### config.mk
export PLATFORM = sky130hd
export DESIGN_NAME = alu_share_arbiter
export DESIGN_NICKNAME = d
export VERILOG_FILES = /design/src/rtl/alu_share_arbiter_pkg.sv /design/src/rtl/alu_share_arbiter_rr_picker.sv /design/src/rtl/alu_share_arbiter.sv
export SDC_FILE = /design/constraint.sdc
export NUM_CORES = 1
export LEC_CHECK = 0
export ABC_AREA = 1
export CELL_PAD_IN_SITES_DETAIL_PLACEMENT = 0
export CELL_PAD_IN_SITES_GLOBAL_PLACEMENT = 2
export CORE_MARGIN = 1
export CORE_UTILIZATION = 24
export CTS_BUF_LIST = sky130_fd_sc_hd__clkbuf_4
export CTS_CLUSTER_DIAMETER = 40
export CTS_CLUSTER_SIZE = 8
export DETAILED_ROUTE_END_ITERATION = 8
export PLACE_DENSITY = 0.95
export SLEW_MARGIN = 20
export SYNTH_ARGS = -nofsm -noshare
export SYNTH_HDL_FRONTEND = slang
export SYNTH_SLANG_ARGS = --single-unit
### constraint.sdc
create_clock -name clk -period 3.8 [get_ports clk]
set_input_delay 0.95 -clock clk [delete_from_list [all_inputs] [get_ports clk]]
set_output_delay 0.95 -clock clk [all_outputs]
set_load 0.02 [all_outputs]
### src/rtl/alu_share_arbiter_pkg.sv
// ---------------------------------------------------------------------------
// alu_pkg
// Shared types for the ALU and its sharing arbiter.
//   alu_op_t    : 3-bit ALU operation code
//   ALU_*       : the operation codes the ALU implements; other codes
//                 make the ALU return result 0 and EQ 0
//   arb_state_t : arbiter FSM states
// ---------------------------------------------------------------------------
package alu_pkg;

    typedef logic [2:0] alu_op_t;

    localparam alu_op_t ALU_ADD = 3'b000;
    localparam alu_op_t ALU_SUB = 3'b001;
    localparam alu_op_t ALU_AND = 3'b010;
    localparam alu_op_t ALU_XOR = 3'b100;

    typedef enum logic [1:0] {
        IDLE = 2'd0,
        EXEC = 2'd1,
        RESP = 2'd2
    } arb_state_t;

endpackage

### src/rtl/alu_share_arbiter_rr_picker.sv
// ---------------------------------------------------------------------------
// rr_picker
// Combinational round-robin priority select: returns the first asserted
// bit of valid at or after ptr, wrapping modulo NREQ.
//   valid     : request vector
//   ptr       : highest-priority index this cycle (must be < NREQ)
//   grant_oh  : one-hot winner, zero when nothing is valid
//   grant_idx : winner index, 0 when nothing is valid
//   found     : some bit of valid is set
// ---------------------------------------------------------------------------
module rr_picker #(
    parameter int NREQ  = 2,
    parameter int IDX_W = $clog2(NREQ)
) (
    input  logic [NREQ-1:0]  valid,
    input  logic [IDX_W-1:0] ptr,
    output logic [NREQ-1:0]  grant_oh,
    output logic [IDX_W-1:0] grant_idx,
    output logic             found
);

    // cand_idx[k] is the index examined at priority rank k.
    logic [IDX_W-1:0] cand_idx [NREQ];

    genvar gi;
    generate
        for (gi = 0; gi < NREQ; gi++) begin : g_cand
            localparam logic [IDX_W:0] OFFSET = (IDX_W+1)'(gi);
            localparam logic [IDX_W:0] LIMIT  = (IDX_W+1)'(NREQ);
            logic [IDX_W:0] sum;
            // ptr < NREQ, so one conditional subtract is enough to wrap.
            assign sum          = {1'b0, ptr} + OFFSET;
            assign cand_idx[gi] = (sum >= LIMIT) ? IDX_W'(sum - LIMIT) : sum[IDX_W-1:0];
        end
    endgenerate

    always_comb begin
        found     = 1'b0;
        grant_idx = '0;
        for (int i = 0; i < NREQ; i++) begin
            if (!found && valid[cand_idx[i]]) begin
                found     = 1'b1;
                grant_idx = cand_idx[i];
            end
        end
        grant_oh = '0;
        if (found) begin
            grant_oh[grant_idx] = 1'b1;
        end
    end

endmodule

### src/rtl/alu_share_arbiter.sv
// ---------------------------------------------------------------------------
// alu_share_arbiter
// Shares one combinational ALU between NREQ requesters. A round-robin winner
// is accepted (req_ready), its operands are registered onto the ALU inputs,
// the ALU outputs are captured one cycle later, and the response is held on
// the shared result bus until the owning requester takes it.
//   clk, rst_n              : clock, asynchronous active-low reset
//   req_valid/req_ready     : per-requester request handshake
//   req_SrcA/SrcB/ALUctrl   : packed per-requester operands and op
//   rsp_valid/rsp_ready     : per-requester response handshake
//   rsp_ALUResult/rsp_EQ    : registered result and equality flag
//   SrcA/SrcB/ALUctrl       : registered drive to the ALU
//   ALUResult/EQ            : ALU outputs
//   busy                    : arbiter not idle
// ---------------------------------------------------------------------------
module alu_share_arbiter
    import alu_pkg::*;
#(
    parameter int WIDTH = 32,
    parameter int NREQ  = 2
) (
    input  logic                  clk,
    input  logic                  rst_n,
    input  logic [NREQ-1:0]       req_valid,
    output logic [NREQ-1:0]       req_ready,
    input  logic [NREQ*WIDTH-1:0] req_SrcA,
    input  logic [NREQ*WIDTH-1:0] req_SrcB,
    input  logic [NREQ*3-1:0]     req_ALUctrl,
    output logic [NREQ-1:0]       rsp_valid,
    input  logic [NREQ-1:0]       rsp_ready,
    output logic [WIDTH-1:0]      rsp_ALUResult,
    output logic                  rsp_EQ,
    output logic [WIDTH-1:0]      SrcA,
    output logic [WIDTH-1:0]      SrcB,
    output logic [2:0]            ALUctrl,
    input  logic [WIDTH-1:0]      ALUResult,
    input  logic                  EQ,
    output logic                  busy
);

    localparam int IDX_W = $clog2(NREQ);
    localparam logic [IDX_W-1:0] LAST_IDX = IDX_W'(NREQ - 1);

    arb_state_t       state_q,    state_d;
    logic [IDX_W-1:0] rr_ptr_q,   rr_ptr_d;
    logic [IDX_W-1:0] grant_q,    grant_d;
    logic [WIDTH-1:0] src_a_q,    src_a_d;
    logic [WIDTH-1:0] src_b_q,    src_b_d;
    alu_op_t          alu_ctrl_q, alu_ctrl_d;
    logic [WIDTH-1:0] result_q,   result_d;
    logic             eq_q,       eq_d;
    logic [NREQ-1:0]  rsp_valid_q, rsp_valid_d;
    logic             busy_q,     busy_d;

    // Unpacked views of the per-requester operand buses.
    logic [WIDTH-1:0] op_a   [NREQ];
    logic [WIDTH-1:0] op_b   [NREQ];
    alu_op_t          op_ctl [NREQ];

    genvar gi;
    generate
        for (gi = 0; gi < NREQ; gi++) begin : g_unpack
            assign op_a[gi]   = req_SrcA[gi*WIDTH +: WIDTH];
            assign op_b[gi]   = req_SrcB[gi*WIDTH +: WIDTH];
            assign op_ctl[gi] = req_ALUctrl[gi*3 +: 3];
        end
    endgenerate

    logic             accept_rsp;
    logic [IDX_W-1:0] next_ptr;
    logic [IDX_W-1:0] pick_ptr;
    logic [NREQ-1:0]  pick_oh;
    logic [IDX_W-1:0] pick_idx;
    logic             pick_found;
    logic             take;

    // When the held response is taken, the pointer moves past its owner in
    // the same cycle so a back-to-back grant already sees the new priority.
    assign accept_rsp = (state_q == RESP) && rsp_ready[grant_q];
    assign next_ptr   = (grant_q == LAST_IDX) ? '0 : grant_q + 1'b1;
    assign pick_ptr   = accept_rsp ? next_ptr : rr_ptr_q;

    rr_picker #(
        .NREQ  (NREQ),
        .IDX_W (IDX_W)
    ) u_picker (
        .valid     (req_valid),
        .ptr       (pick_ptr),
        .grant_oh  (pick_oh),
        .grant_idx (pick_idx),
        .found     (pick_found)
    );

    assign take      = pick_found && ((state_q == IDLE) || accept_rsp);
    assign req_ready = take ? pick_oh : '0;

    always_comb begin
        state_d    = state_q;
        rr_ptr_d   = rr_ptr_q;
        grant_d    = grant_q;
        src_a_d    = src_a_q;
        src_b_d    = src_b_q;
        alu_ctrl_d = alu_ctrl_q;
        result_d   = result_q;
        eq_d       = eq_q;

        case (state_q)
            EXEC: begin
                result_d = ALUResult;
                eq_d     = EQ;
                state_d  = RESP;
            end
            RESP: begin
                if (accept_rsp) begin
                    rr_ptr_d = next_ptr;
                    state_d  = IDLE;
                end
            end
            default: ;
        endcase

        // ALU-drive registers only change on a grant, so they hold in IDLE.
        if (take) begin
            grant_d    = pick_idx;
            src_a_d    = op_a[pick_idx];
            src_b_d    = op_b[pick_idx];
            alu_ctrl_d = op_ctl[pick_idx];
            state_d    = EXEC;
        end

        rsp_valid_d = '0;
        if (state_d == RESP) begin
            rsp_valid_d[grant_d] = 1'b1;
        end
        busy_d = (state_d != IDLE);
    end

    always_ff @(posedge clk or negedge rst_n) begin
        if (!rst_n) begin
            state_q     <= IDLE;
            rr_ptr_q    <= '0;
            grant_q     <= '0;
            src_a_q     <= '0;
            src_b_q     <= '0;
            alu_ctrl_q  <= ALU_ADD;
            result_q    <= '0;
            eq_q        <= 1'b0;
            rsp_valid_q <= '0;
            busy_q      <= 1'b0;
        end else begin
            state_q     <= state_d;
            rr_ptr_q    <= rr_ptr_d;
            grant_q     <= grant_d;
            src_a_q     <= src_a_d;
            src_b_q     <= src_b_d;
            alu_ctrl_q  <= alu_ctrl_d;
            result_q    <= result_d;
            eq_q        <= eq_d;
            rsp_valid_q <= rsp_valid_d;
            busy_q      <= busy_d;
        end
    end

    assign SrcA          = src_a_q;
    assign SrcB          = src_b_q;
    assign ALUctrl       = alu_ctrl_q;
    assign rsp_ALUResult = result_q;
    assign rsp_EQ        = eq_q;
    assign rsp_valid     = rsp_valid_q;
    assign busy          = busy_q;

endmodule

==> impl_metrics.json, run 1 <==
{
  "outcome": "finished, final reports clean",
  "crit_slowest_cell": "sky130_fd_sc_hd__clkdlybuf4s50_1",
  "timing.max_cap.violations": 0,
  "pwr_density_cell_mw_per_mm2": 788,
  "max-vdd-ir-drop_v": 0.000433,
  "slew_violations": 0,
  "timing.critical_path.from_type": "input pin",
  "clock_latency_ns": 0.48,
  "first_global_vias": 4897,
  "vias_per_cell": 4.73,
  "synth.net_count": 674,
  "ant_nets": 0,
  "maxSlewHeadroom_pct": 42.7,
  "setup_viol": 0,
  "floorplan.die_area_sq_mm": 0.0209,
  "path_max_fanout": 4,
  "cts_hold_buffers": 0,
  "grt_pass1_wl_um": 26800,
  "gp_congestion": 0.746,
  "floorplan.rows": 51,
  "yosys_register_bits": 107,
  "grt_antenna_before_repair": 1,
  "fin_hold_ws_ns": 0.380,
  "design_area_sq_mm": 0.00798,
  "die_width_um": 144,
  "dieHeight_um": 144,
  "syn_area_sq_mm": 0.00487,
  "area.growth.synth_to_final_pct": 63.9,
  "drtIter0Drc": 271,
  "final.setup.tns_ns": 0,
  "grt_util_all_layers_pct": 16.9,
  "dp.cells": 1004,
  "tcrit_tclk_final_pct": 95.2,
  "dp.final_hpwl_um": 11700,
  "pin_count_of_the_biggest_net_entering_global_routing": 73,
  "grt.overflow.total": 0,
  "drc": 0,
  "postSynthCellCount": 497,
  "io_buffer_count": 277,
  "layout-drive-gt1-share_pct": 9.42,
  "cts_htree_levels": 3,
  "max_clock_freq_mhz": 276,
  "ports_placed_on_the_boundary": 278,
  "drt_pass1_iterations": 4,
  "core-area_sq_mm": 0.0197,
  "worst_pin_slew_ns": 0.859,
  "end_kind": "output pin",
  "postSynthAreaPerCell_sq_um": 9.80,
  "rsz0062_at_grt": "false",
  "route.final.wire_length_um": 17600,
  "cts_tree": "yes",
  "timing.critical_path.mode_cell": "sky130_fd_sc_hd__clkdlybuf4s50_1",
  "cp_data_arrival_time_ns": 2.67,
  "clk_pin_slew_worst_paths_ns": 0.19,
  "cts.root.buffer_cell": "sky130_fd_sc_hd__clkbuf_4",
  "synthesis.yosys.warnings": 0,
  "clock_sinks": 107,
  "worst_clock_skew_ns": 0.0211,
  "clock_buffers_created_by_tritoncts": 9,
  "fillerInstances": 2012,
  "final_net_count": 927,
  "placement.cell_area_sq_mm": 0.00785,
  "drt-wirelength-per-cell_um": 17.3,
  "timing.hold.worst.class": "in2async",
  "initial_utilization_pct": 24.8,
  "cp.required_ns": 2.85,
  "hold_viol": 0,
  "pleak_nw": 3.35,
  "list_of_cells_traversed_by_the_critical_path": "clkdlybuf4s50_1 > inv_1 > nand2_1 > nand3_2 > nand2_2 > o21ai_4 > a21oi_1 > clkdlybuf4s50_1",
  "clock_tree.buffer_depth": 2,
  "instances_no_fill": 1020,
  "ys_types": 19,
  "crit_type": "in2out",
  "min_period_ns": 3.62,
  "critPathMaxStageDelay_ns": 0.66,
  "overall_power_w": 0.00629,
  "seq_area_frac_synth_pct": 55.0,
  "vias": 4821
}
-- metrics by stage --
step / utilization (%) / setup slack [ns]
final: 40.6 / 0.181
after detailed placement: 39.9 / 0.189
after floorplan: - / 0.868
after CTS: 40.6 / 0.177
after global placement: 39.9 / 0.187
after global routing: 40.6 / 0.0301
-- critical path, delay by kind of cell --
| family | cells | cell delay (ns) |
|---|---|---|
| AOI/OAI and AO/OA | 2 | 0.24 |
| and+or+nand+nor | 3 | 0.31 |
| buffers and inverters | 3 | 1.17 |
-- state kept, by name (all words and copies together) (netlist names) --
name           count
ALUctrl            3
SrcA              32
SrcB              32
busy               1
grant_q            1
rr_ptr_q           1
rsp_ALUResult     32
rsp_EQ             1
rsp_valid          2
state_q            2
-- synthesized netlist by cell type (all sizes together) --
library cell  count  share of area, %
dfrtp           107                55
buf              34               4.0
nand4            68               8.7
nor2              1             0.077
a21oi             2              0.21
inv              10              0.77
mux2             33               7.6
clkbuf           14               1.1
nand2            83               6.6
ha                4               1.0
nand3           140                15
o21ai             1              0.18
-- area by class of cell --
| class | instances | area (sq um) | share of cell area (%) |
|---|---|---|---|
| Clock inverter | 6 | 61.3 | 0.768 |
| Multi-Input combinational cell | 332 | 1910 | 24.0 |
| Timing Repair Buffer | 290 | 2890 | 36.2 |
| Clock buffer | 9 | 67.6 | 0.846 |
| Inverter | 10 | 37.5 | 0.470 |
| Sequential cell | 107 | 2680 | 33.5 |
| Antenna cell | 1 | 2.50 | 0.0313 |
| Tap cell | 265 | 332 | 4.15 |
-- final timing paths --
path | from | end | slack [ns] | cells after the start
max in group asynchronous | rst_n | SrcA[15] | 2.65 | 2
min in group clk | SrcB[21] | SrcB[21] | 0.52 | 2
setup reg to reg | state_q[0] | SrcB[14] | 1.46 | 9
hold / removal | rst_n | rsp_ALUResult[1] | 0.38 | 1
hold reg to reg | SrcB[21] | SrcB[21] | 0.52 | 2
setup / recovery | rsp_ready[1] | req_ready[0] | 0.18 | 8
-- timing repair --
action / in CTS / in global routing
gates resized for setup: 0 / 1
endpoints found under the setup margin: 0 / 1
buffers inserted: 0 / 0
-- layer usage --
metal  vias up  global-route usage [%]  routed length, um
li1       2277                       -                  -
met5         -                       0                  0
met4         0                    5.76                340
met1      2329                    20.3               7190
met3        21                    4.21               1340
met2       194                    29.1               8780
-- cell families (layout without fill, tap and decap cells) --
logic type               after synthesis  after routing  synth area share, %
adder cells (fa/ha/maj)                4              4                 1.03
buffers and inverters                 58            315                 5.88
AO/OA/AOI/OAI                          3              3                0.385
other                                  0              1                    0
flip-flops                           107            107                 55.0
AND/OR/NAND/NOR                      292            292                 30.1
multiplexers                          33             33                 7.63
-- cells in the final DEF, fill, tap and decap left out --
cell,instances
sky130_fd_sc_hd__a21oi_1,2
sky130_fd_sc_hd__buf_12,2
sky130_fd_sc_hd__buf_2,1
sky130_fd_sc_hd__buf_4,12
sky130_fd_sc_hd__clkbuf_4,9
sky130_fd_sc_hd__clkdlybuf4s50_1,274
sky130_fd_sc_hd__clkinv_4,1
sky130_fd_sc_hd__clkinv_8,1
sky130_fd_sc_hd__clkinvlp_4,1
sky130_fd_sc_hd__dfrtp_1,107
sky130_fd_sc_hd__diode_2,1
sky130_fd_sc_hd__dlymetal6s2s_1,1
sky130_fd_sc_hd__ha_1,4
sky130_fd_sc_hd__inv_1,8
sky130_fd_sc_hd__inv_2,2
sky130_fd_sc_hd__inv_6,2
sky130_fd_sc_hd__inv_8,1
sky130_fd_sc_hd__mux2_2,33
sky130_fd_sc_hd__nand2_1,80
sky130_fd_sc_hd__nand2_2,3
sky130_fd_sc_hd__nand3_1,138
sky130_fd_sc_hd__nand3_2,1
sky130_fd_sc_hd__nand3_4,1
sky130_fd_sc_hd__nand4_1,68
sky130_fd_sc_hd__nor2_1,1
sky130_fd_sc_hd__o21ai_4,1
-- report_power, final --
part | internal [W] | switching (W) | total (W)
combinational | 0.00169 | 0.00203 | 0.00372
clock | 0.000147 | 0.000432 | 0.000579
sequential | 0.00170 | 0.000293 | 0.00200
total | 0.00354 | 0.00275 | 0.00629
Note: power is estimated with default switching activity, not from simulation.
==> run 2: changes to the inputs <==
CORE_UTILIZATION = 22   (was 24)
PLACE_DENSITY = 0.93   (was 0.95)
SLEW_MARGIN = default   (was 20)
clock period = 3.5 ns   (was 3.8 ns; I/O delays follow)
==> run 2 against run 1 <==
Against the previous run: worst setup slack improved by 0.23 ns; total power rose by 8.9%; critical path depth did not move; first-iteration DRC count fell by 32%; register-to-register slack got worse by 0.41 ns; non-clock buffer count did not move; clock-buffer cell count did not move; critical path type unchanged.
==> impl_metrics.json, run 2 (synthesis gave the netlist of run 1 again) <==
{
  "drc": 0,
  "ports_placed_on_the_boundary": 278,
  "r2r_slack_ns": 1.05,
  "clock_buffers_created_by_tritoncts": 9,
  "drtIter0Drc": 183,
  "maxSlewHeadroom_pct": 41.8,
  "clock_latency_ns": 0.49,
  "cts.root.buffer_cell": "sky130_fd_sc_hd__clkbuf_4",
  "worstReg2RegStart": "state_q[0]",
  "area.growth.synth_to_final_pct": 64.4,
  "cts_htree_levels": 3,
  "cp_data_arrival_time_ns": 2.21,
  "vias_per_cell": 4.68,
  "max_clock_freq_mhz": 324,
  "drt_pass1_iterations": 4,
  "final_net_count": 927,
  "hold_viol": 0,
  "post_cts_buffers": 0,
  "critPathMaxStageDelay_ns": 0.47,
  "pin_count_of_the_biggest_net_entering_global_routing": 74,
  "worst_clock_skew_ns": 0.0283,
  "floorplan.die_area_sq_mm": 0.0227,
  "cts_tree": "yes",
  "path_max_fanout": 4,
  "cts_hold_buffers": 0,
  "overall_power_w": 0.00686,
  "timing.critical_path.from_type": "input pin",
  "clock_tree.buffer_depth": 2,
  "initial_utilization_pct": 22.4,
  "ant_nets": 0,
  "clock_sinks": 107,
  "crit_type": "in2out",
  "setup_viol": 0,
  "tcrit_tclk_final_pct": 88.1,
  "drt-wirelength-per-cell_um": 17.0,
  "crit_slowest_cell": "sky130_fd_sc_hd__clkdlybuf4s50_1",
  "mostFrequentLayoutCell": "sky130_fd_sc_hd__clkdlybuf4s50_1",
  "core-area_sq_mm": 0.0218,
  "final.setup.tns_ns": 0,
  "dp.final_hpwl_um": 11800,
  "grt_antenna_before_repair": 0,
  "timing.max_cap.violations": 0,
  "post_cts_resized": 0,
  "layout-drive-gt1-share_pct": 9.54,
  "io_buffer_count": 277,
  "antennaDiodeCount": 0,
  "worst-r2r-cell-count": 10,
  "most_frequent_cells_in_the_layout": "273 x sky130_fd_sc_hd__clkdlybuf4s50_1, 138 x sky130_fd_sc_hd__nand3_1, 107 x sky130_fd_sc_hd__dfrtp_1",
  "max-vdd-ir-drop_v": 0.000276,
  "grt.overflow.total": 0,
  "dieHeight_um": 151,
  "min_period_ns": 3.09,
  "outcome": "finished, final reports clean",
  "die_width_um": 151,
  "end_kind": "output pin",
  "floorplan.rows": 54,
  "slew_violations": 0,
  "timing.hold.worst.class": "in2async",
  "vias": 4847,
  "r2r_endpoint": "SrcA[5]",
  "list_of_cells_traversed_by_the_critical_path": "clkdlybuf4s50_1 > inv_1 > nand2_1 > nand3_2 > nand2_2 > o21ai_4 > a21oi_1 > dlymetal6s2s_1",
  "pwr_density_cell_mw_per_mm2": 856,
  "grt_util_all_layers_pct": 15.6,
  "pleak_nw": 3.37,
  "rsz0062_at_grt": "false",
  "gp_congestion": 0.722,
  "route.final.wire_length_um": 17600,
  "cp.required_ns": 2.62,
  "worst_pin_slew_ns": 0.873,
  "grt_pass1_wl_um": 27200,
  "first_global_vias": 4946,
  "clk_pin_slew_worst_paths_ns": 0.18
}
-- run 2: routing by layer --
layer	part of all wire, %	track usage, %	vias up
met2	48	26.7	186
met1	42	18.9	2373
met5	0	0	-
met4	1.3	4.65	0
met3	9.0	4.49	14
li1	-	-	2274
-- run 2: power by group --
part           leakage, nW  switching [W]  internal [W]  total (W)
combinational         2.00        0.00219       0.00183    0.00403
clock               0.0761       0.000491      0.000172   0.000662
sequential            1.29       0.000316       0.00185    0.00216
total                 3.37        0.00300       0.00386    0.00686
-- run 2: critical path: cells and delay by family --
| family | cells | cell delay, ns |
|---|---|---|
| compound gates | 2 | 0.24 |
| buf+inv | 3 | 0.78 |
| simple gates | 3 | 0.31 |
-- run 2: worst max path at each step --
stage | startpoint | end | slack [ns] | cells after the start
2_1_floorplan | rsp_ready[1] | req_ready[0] | 0.72 | 8
3_3_place_gp | rsp_ready[1] | req_ready[0] | 0.04 | 8
6_report | rsp_ready[1] | req_ready[0] | 0.41 | 8
4_1_cts | rsp_ready[1] | req_ready[0] | 0.02 | 8
3_5_place_dp | rsp_ready[1] | req_ready[0] | 0.03 | 8
5_1_grt | rsp_ready[0] | req_ready[0] | 0.32 | 8
-- run 2: metrics by stage --
step	setup WS [ns]	area, sq um	utilization (%)	hold WS [ns]	std cells
after floorplan	0.718	4870	-	0.472	497
after CTS	0.0202	8000	36.8	0.357	1035
final	0.415	8010	36.8	0.377	1035
after global routing	0.320	8010	36.8	0.360	1035
after global placement	0.0404	7860	36.1	0.478	1019
after detailed placement	0.0338	7860	36.1	0.481	1019
-- run 2: final cells by class --
type	count	area (sq um)
Fill cell	2212	13700
Multi-Input combinational cell	332	1910
Inverter	10	37.5
Sequential cell	107	2680
Timing Repair Buffer	290	2880
Clock inverter	7	80.1
Tap cell	280	350
Clock buffer	9	67.6
